**src/rtl/stream_demux_1_4.sv**
```systemverilog
// stream_demux_1_4: 1:4 packet demultiplexer with valid/ready handshake.
// Each packet is steered whole to one of four registered output channels.
//
// Ports:
//   clk, rst   clock and synchronous active-high reset
//   in_*       single producer stream (data, sel, last, valid / ready)
//   out_*      four consumer streams, channel k at slice k
//   pkt_cnt    per-channel count of completed packets (modulo 2^CW)
//   busy       packet in progress or any output register occupied
module stream_demux_1_4 #(
    parameter int DW = 8,
    parameter int CW = 8
) (
    input  logic            clk,
    input  logic            rst,
    input  logic [DW-1:0]   in_data,
    input  logic [1:0]      in_sel,
    input  logic            in_last,
    input  logic            in_valid,
    output logic            in_ready,
    output logic [4*DW-1:0] out_data,
    output logic [3:0]      out_last,
    output logic [3:0]      out_valid,
    input  logic [3:0]      out_ready,
    output logic [4*CW-1:0] pkt_cnt,
    output logic            busy
);

    typedef enum logic {
        IDLE = 1'b0,
        LOCK = 1'b1
    } state_t;

    state_t          state_q, state_d;
    logic [1:0]      lock_sel_q, lock_sel_d;
    logic [1:0]      dest;
    logic            accept;

    logic [DW-1:0]   data_q  [4];
    logic [DW-1:0]   data_d  [4];
    logic [CW-1:0]   cnt_q   [4];
    logic [CW-1:0]   cnt_d   [4];
    logic [3:0]      last_q, last_d;
    logic [3:0]      valid_q, valid_d;
    logic [3:0]      load;

    // ---------------- FSM: state register ----------------
    always_ff @(posedge clk) begin
        if (rst) begin
            state_q    <= IDLE;
            lock_sel_q <= 2'd0;
        end else begin
            state_q    <= state_d;
            lock_sel_q <= lock_sel_d;
        end
    end

    // ---------------- FSM: next state ----------------
    always_comb begin
        state_d    = state_q;
        lock_sel_d = lock_sel_q;
        unique case (state_q)
            IDLE: begin
                // Multi-beat packet: remember its channel for the tail.
                if (accept && !in_last) begin
                    state_d    = LOCK;
                    lock_sel_d = in_sel;
                end
            end
            LOCK: begin
                if (accept && in_last) begin
                    state_d = IDLE;
                end
            end
            default: state_d = IDLE;
        endcase
    end

    // ---------------- FSM: outputs ----------------
    always_comb begin
        dest = in_sel;
        busy = |valid_q;
        unique case (state_q)
            IDLE: dest = in_sel;
            LOCK: begin
                dest = lock_sel_q;
                busy = 1'b1;
            end
            default: dest = in_sel;
        endcase
    end

    // Stall only when the target register is full and not draining.
    // out_ready reaches in_ready only, never any out_* signal.
    assign in_ready = ~valid_q[dest] | out_ready[dest];
    assign accept   = in_valid & in_ready;

    // ---------------- per-channel output registers ----------------
    always_comb begin
        for (int k = 0; k < 4; k++) begin
            load[k]    = accept && (dest == 2'(k));
            data_d[k]  = data_q[k];
            last_d[k]  = last_q[k];
            valid_d[k] = valid_q[k];
            cnt_d[k]   = cnt_q[k];
            if (load[k]) begin
                // A load during a drain simply overwrites: full throughput.
                data_d[k]  = in_data;
                last_d[k]  = in_last;
                valid_d[k] = 1'b1;
                if (in_last) begin
                    cnt_d[k] = cnt_q[k] + CW'(1);
                end
            end else if (valid_q[k] && out_ready[k]) begin
                valid_d[k] = 1'b0;
            end
        end
    end

    always_ff @(posedge clk) begin
        if (rst) begin
            last_q  <= 4'd0;
            valid_q <= 4'd0;
            for (int k = 0; k < 4; k++) begin
                data_q[k] <= '0;
                cnt_q[k]  <= '0;
            end
        end else begin
            last_q  <= last_d;
            valid_q <= valid_d;
            for (int k = 0; k < 4; k++) begin
                data_q[k] <= data_d[k];
                cnt_q[k]  <= cnt_d[k];
            end
        end
    end

    // ---------------- flatten to output buses ----------------
    for (genvar g = 0; g < 4; g++) begin : g_flat
        assign out_data[g*DW +: DW] = data_q[g];
        assign pkt_cnt[g*CW +: CW]  = cnt_q[g];
    end

    assign out_last  = last_q;
    assign out_valid = valid_q;

endmodule

```
**config.mk**
```make
export PLATFORM = sky130hd
export DESIGN_NAME = stream_demux_1_4
export DESIGN_NICKNAME = d
export VERILOG_FILES = /design/src/rtl/stream_demux_1_4.sv
export SDC_FILE = /design/constraint.sdc
export NUM_CORES = 1
export LEC_CHECK = 0
export ABC_AREA = 0
export CAP_MARGIN = 40
export CORE_UTILIZATION = 50
export DETAILED_ROUTE_END_ITERATION = 10
export MAX_ROUTING_LAYER = met4
export PLACE_DENSITY = 0.84
export SLEW_MARGIN = 20
export SYNTH_ARGS = -nofsm -noshare
export SYNTH_HDL_FRONTEND = slang
export SYNTH_SLANG_ARGS = --single-unit
```
**constraint.sdc**
```tcl
create_clock -name clk -period 3.51 [get_ports clk]
set_input_delay 0.5265 -clock clk [delete_from_list [all_inputs] [get_ports clk]]
set_output_delay 0.5265 -clock clk [all_outputs]
set_load 0.01 [all_outputs]
```
---- Word level (Yosys, flattened, before mapping) ----
Memories as Yosys holds them, arrays and structs flattened.
Cells that the tools add are included.
cells by class
  add/subtract/negate cells ............... 4
  equality and inequality tests ........... 3
  muxes and demuxes ....................... 40
  bitwise logic cells ..................... 12
  reductions and logical operators ........ 18
  magnitude comparators ................... 1
operators with widths
  cell                 count
  $mux 8               20
  $add 8x1->8 const B  4
  $mux 1               16
  $logic_and 1x1->1    10
  $or 1x1->1           9
  $reduce_bool 2->1    4
  $bmux 1 s2           2
  $eq 2x2->1 const B   2
  $pmux 2 s2           1
  $reduce_or 4->1      1
  $lt 2x3->1 const B   1
  $eq 2x1->1 const B   1
  $logic_not 2->1      1
  $not 1->1            2
  $pmux 1 s2           1
  $reduce_and 2->1     1
  $and 1x1->1          1
  $logic_not 1->1      1
storage, ports and cells
  memories ................................ 2
  bits in registers ....................... 11
  bits in writable memories ............... 64
memories
  memory  depth  bits a word  read ports  clocked after Yosys merged registers in  write ports  line  source
  cnt_q   4      8            4           0                                        4            41    logic [CW-1:0] cnt_q [4];
  data_q  4      8            4           0                                        4            39    logic [DW-1:0] data_q [4];

---- Logic depth before layout (Yosys ltp) ----
  depth in word-level cells ............... 10
  mapped depth ............................ 7
  mapped depth without buffers ............ 5

---- Worst setup path before layout ----
Ideal clock, no wire load.
  path type ............................... input-to-reg
  start point ............................. input port in_sel[1]
  end point ............................... memory cnt_q[1][7]
  data required time ...................... 3389 ps
  setup time .............................. 121 ps
  path slack .............................. 1534 ps
  buffers on the path ..................... 1
  stages on the path ...................... 6
  data arrival time ....................... 1855 ps
  cell sequence ........................... mux2i_1 > and4_1 > buf_4 > nand2_1 > nor4_1 > mux2_2
RTL lines
  element             line  source
  start: declaration  17    input logic [1:0] in_sel,
  end: declaration    41

==> flow_metrics.env <==
export IMPL_fin_nets=460
export IMPL_cellPowerDensity_mw_per_mm2=443.6
export IMPL_syn_inst=348
export IMPL_cts_hold_buf=0
export IMPL_wl_per_cell_um=14.00
export IMPL_postCtsSetupRepairBufs=0
export IMPL_drtPass1Iterations=4
export IMPL_critical_path_slowest_cell="dfxtp_1"
export IMPL_root_buffer="clkbuf_8"
export IMPL_clock_path_buffers=2
export IMPL_r2r_end="cnt_q[1][7]$_SDFFE_PP0P_"
export IMPL_synth_cell_types=34
export IMPL_synth_main_ff_cell="dfxtp_1"
export IMPL_crit_arrival_ns=2.29
export IMPL_max_slew_margin_rel=0.6310
export IMPL_die_height_um=80.40
export IMPL_setup_violations=0
export IMPL_hold_viol=0
export IMPL_cts_tree="yes"
export IMPL_intPower_mw=1.468
export IMPL_fin_hold_ws_ns=0.4561
export IMPL_final_cell_mix="90 x clkdlybuf4s50_1, 75 x dfxtp_1, 60 x nand2_1"
export IMPL_startpoint_type="flip-flop"
export IMPL_ant_nets=0
export IMPL_crit_required_ns=2.98
export IMPL_die_area_mm2=0.006463
export IMPL_syn_area_per_cell_um2=8.830
export IMPL_routabilityCongestion=0.7981
export IMPL_cts_resized=0
export IMPL_p_leak_nw=1.627
export IMPL_num_vias=2713
export IMPL_path_clk_slew_ns=0.07
export IMPL_drv_slew=0
export IMPL_yosysWarnings=0
export IMPL_grt_usage=0.2460
export IMPL_dp_hpwl_um=5033
export IMPL_rr_worst_depth=5
export IMPL_place_ws_ns=0.7329
export IMPL_reg2reg_slack_ns=1.02
export IMPL_dpl_cell_area_mm2=0.004055
export IMPL_die_x_um=80.40
export IMPL_critPathKind="reg2out"
export IMPL_rsz0062_at_grt="false"
export IMPL_drt_iter0_drc=146
export IMPL_core_region_area_mm2=0.005921
export IMPL_grt_overflow=0
export IMPL_fin_crit_sh=0.8016
export IMPL_holdPathStages=2
export IMPL_vdd_drop_max_v=0.0004014
export IMPL_regArea_mm2=0.001501
export IMPL_tns_ns=0
export IMPL_final_layout_size_suffix_gt1_frac=0.07449
export IMPL_comb_power_share=0.105
export IMPL_ios=92
export IMPL_syn_area_mm2=0.003073
export IMPL_cts_sinks=75
export IMPL_fillCellCount=468
export IMPL_grt_pass1_vias=2504
export IMPL_start_util=0.5190
export IMPL_p_seq_frac=0.468
export IMPL_fin_crit_ns=2.813
export IMPL_critPathMaxFanout=9
export IMPL_p_sw_mw=0.4419
export IMPL_worst_pin_slew_ns=0.5535
export IMPL_switching_share=0.2314
export IMPL_syn_to_final_growth_pct=40.07
export IMPL_ys_async_sr_fraction=0
export IMPL_clock_skew_ns=0.005524
export IMPL_fin_area_mm2=0.004304
export IMPL_synth_nets=370
export IMPL_portBuffers=91
export IMPL_pwr_share_clk=0.427
export IMPL_status="complete, no violations"
export IMPL_fmax_mhz=355.4
export IMPL_final_common_cell="clkdlybuf4s50_1"
export IMPL_final_util=0.7270
export IMPL_placementRows=28
export IMPL_crit_top_cell="mux2i_1"
export IMPL_synth_edf_count=0
export IMPL_maxCapViolCount=0
export IMPL_worst_hold_path_type="reg2reg"
export IMPL_multi_input_area_mm2=0.001478
export IMPL_num_antenna_cells=0
export IMPL_drt_total_wl_um=7250
export IMPL_drc=0
export IMPL_htreeDepth=3
export IMPL_clock_latency_ns=0.35
export IMPL_grt_pass1_wl_um=11700
export IMPL_min_to="data_q[2][4]$_SDFFE_PP0P_"
export IMPL_critPathMaxStageDelay_ns=0.60
export IMPL_path_cells="mux2i_1 > mux2i_1 > mux2i_1 > clkdlybuf4s50_1"
export IMPL_synth_seq_area_share=0.4886
export IMPL_hold_start="data_q[2][4]$_SDFFE_PP0P_"
export IMPL_critPathCaptureType="output port"
export IMPL_viasPerCell=5.237
export IMPL_grt_max_degree=32
export IMPL_ys_seq_elements=75
export IMPL_cts_buffers=9
export IMPL_fin_ws_ns=0.6966
export IMPL_antenna_found_initial=0
==> logic make-up (layout without fill, tap and decap cells) <==
group | count (synthesis) | count (layout) | share of synthesized area
XOR/XNOR | 16 | 16 | 0.04560
multiplexers | 29 | 29 | 0.1014
flip-flops | 75 | 75 | 0.4886
buffers and inverters | 21 | 116 | 0.03054
AO/OA/AOI/OAI | 46 | 46 | 0.07858
adder cells (fa/ha/maj) | 4 | 4 | 0.01629
AND/OR/NAND/NOR | 157 | 157 | 0.2390
==> registers in the layout, indices dropped and copies added (netlist names), named ones only <==
name        flops
out_last        4
cnt_q          32
data_q         32
lock_sel_q      2
out_valid       4
==> per-layer routing <==
| metal | share of wire | global-route usage |
|---|---|---|
| met1 | 0.43 | 0.2871 |
| met2 | 0.47 | 0.3720 |
| met3 | 0.090 | 0.1034 |
| met4 | 0.016 | 0.1000 |
| met5 | 0 | - |
==> cells in the mapped netlist, types with 2 or more instances <==
cell type | instances | area (um^2)
buf_2 | 3 | 15.01
and4_1 | 2 | 17.52
nor2b_1 | 3 | 18.77
inv_1 | 3 | 11.26
xnor2_1 | 14 | 122.6
clkbuf_1 | 13 | 48.80
nor2_1 | 41 | 153.9
o21ai_0 | 7 | 35.03
mux2_2 | 3 | 33.78
xor2_1 | 2 | 17.52
mux2i_1 | 24 | 240.2
a21o_1 | 2 | 15.01
nand2_1 | 60 | 225.2
or2_2 | 3 | 18.77
or3_1 | 8 | 50.05
and3_1 | 2 | 12.51
a21oi_1 | 35 | 175.2
nor4_1 | 4 | 25.02
dfxtp_1 | 75 | 1501
nand3_1 | 5 | 25.02
ha_1 | 4 | 50.05
nand2b_1 | 6 | 37.54
nor3_1 | 13 | 65.06
nand4_1 | 6 | 37.54
==> final cells by class <==
cell class / count / share of cell area
Timing Repair Buffer: 97 / 0.2256
Multi-Input combinational cell: 252 / 0.3433
Tap cell: 75 / 0.02180
Clock buffer: 10 / 0.03198
Sequential cell: 75 / 0.3488
Inverter: 3 / 0.002616
Clock inverter: 6 / 0.02587
==> through the flow <==
stage | instances | power, mW
after floorplan | 348 | 1.015
after global placement | 501 | 1.105
after detailed placement | 502 | 1.113
after CTS | 518 | 1.922
after global routing | 518 | 1.991
final | 518 | 1.910
==> worst max-delay path by stage <==
stage | startpoint | endpoint | slack, ns
final | flip-flop | in_ready | 0.70
after global routing | flip-flop | in_ready | 0.59
after CTS | flip-flop | in_ready | 0.70
after detailed placement | in_sel[1] | cnt_q[1][7]$_SDFFE_PP0P_ | 0.73
after global placement | in_sel[1] | cnt_q[1][7]$_SDFFE_PP0P_ | 0.80
after floorplan | in_sel[1] | cnt_q[1][7]$_SDFFE_PP0P_ | 1.53
==> power groups by stage <==
stage          clock (mW)  combinational [mW]  sequential (mW)
5_1_grt             0.878               0.216            0.897
6_report            0.815               0.200            0.894
3_3_place_gp            0               0.192            0.913
2_1_floorplan           0              0.0959            0.919
4_1_cts             0.828               0.200            0.894
3_5_place_dp            0               0.199            0.914
==> critical path, delay by kind of cell, from the launching register on <==
family	cells	cell delay [ns]
mux	3	0.76
flops	1	0.60
buf+inv	1	0.57
Note: power is estimated with default switching activity, not from simulation.
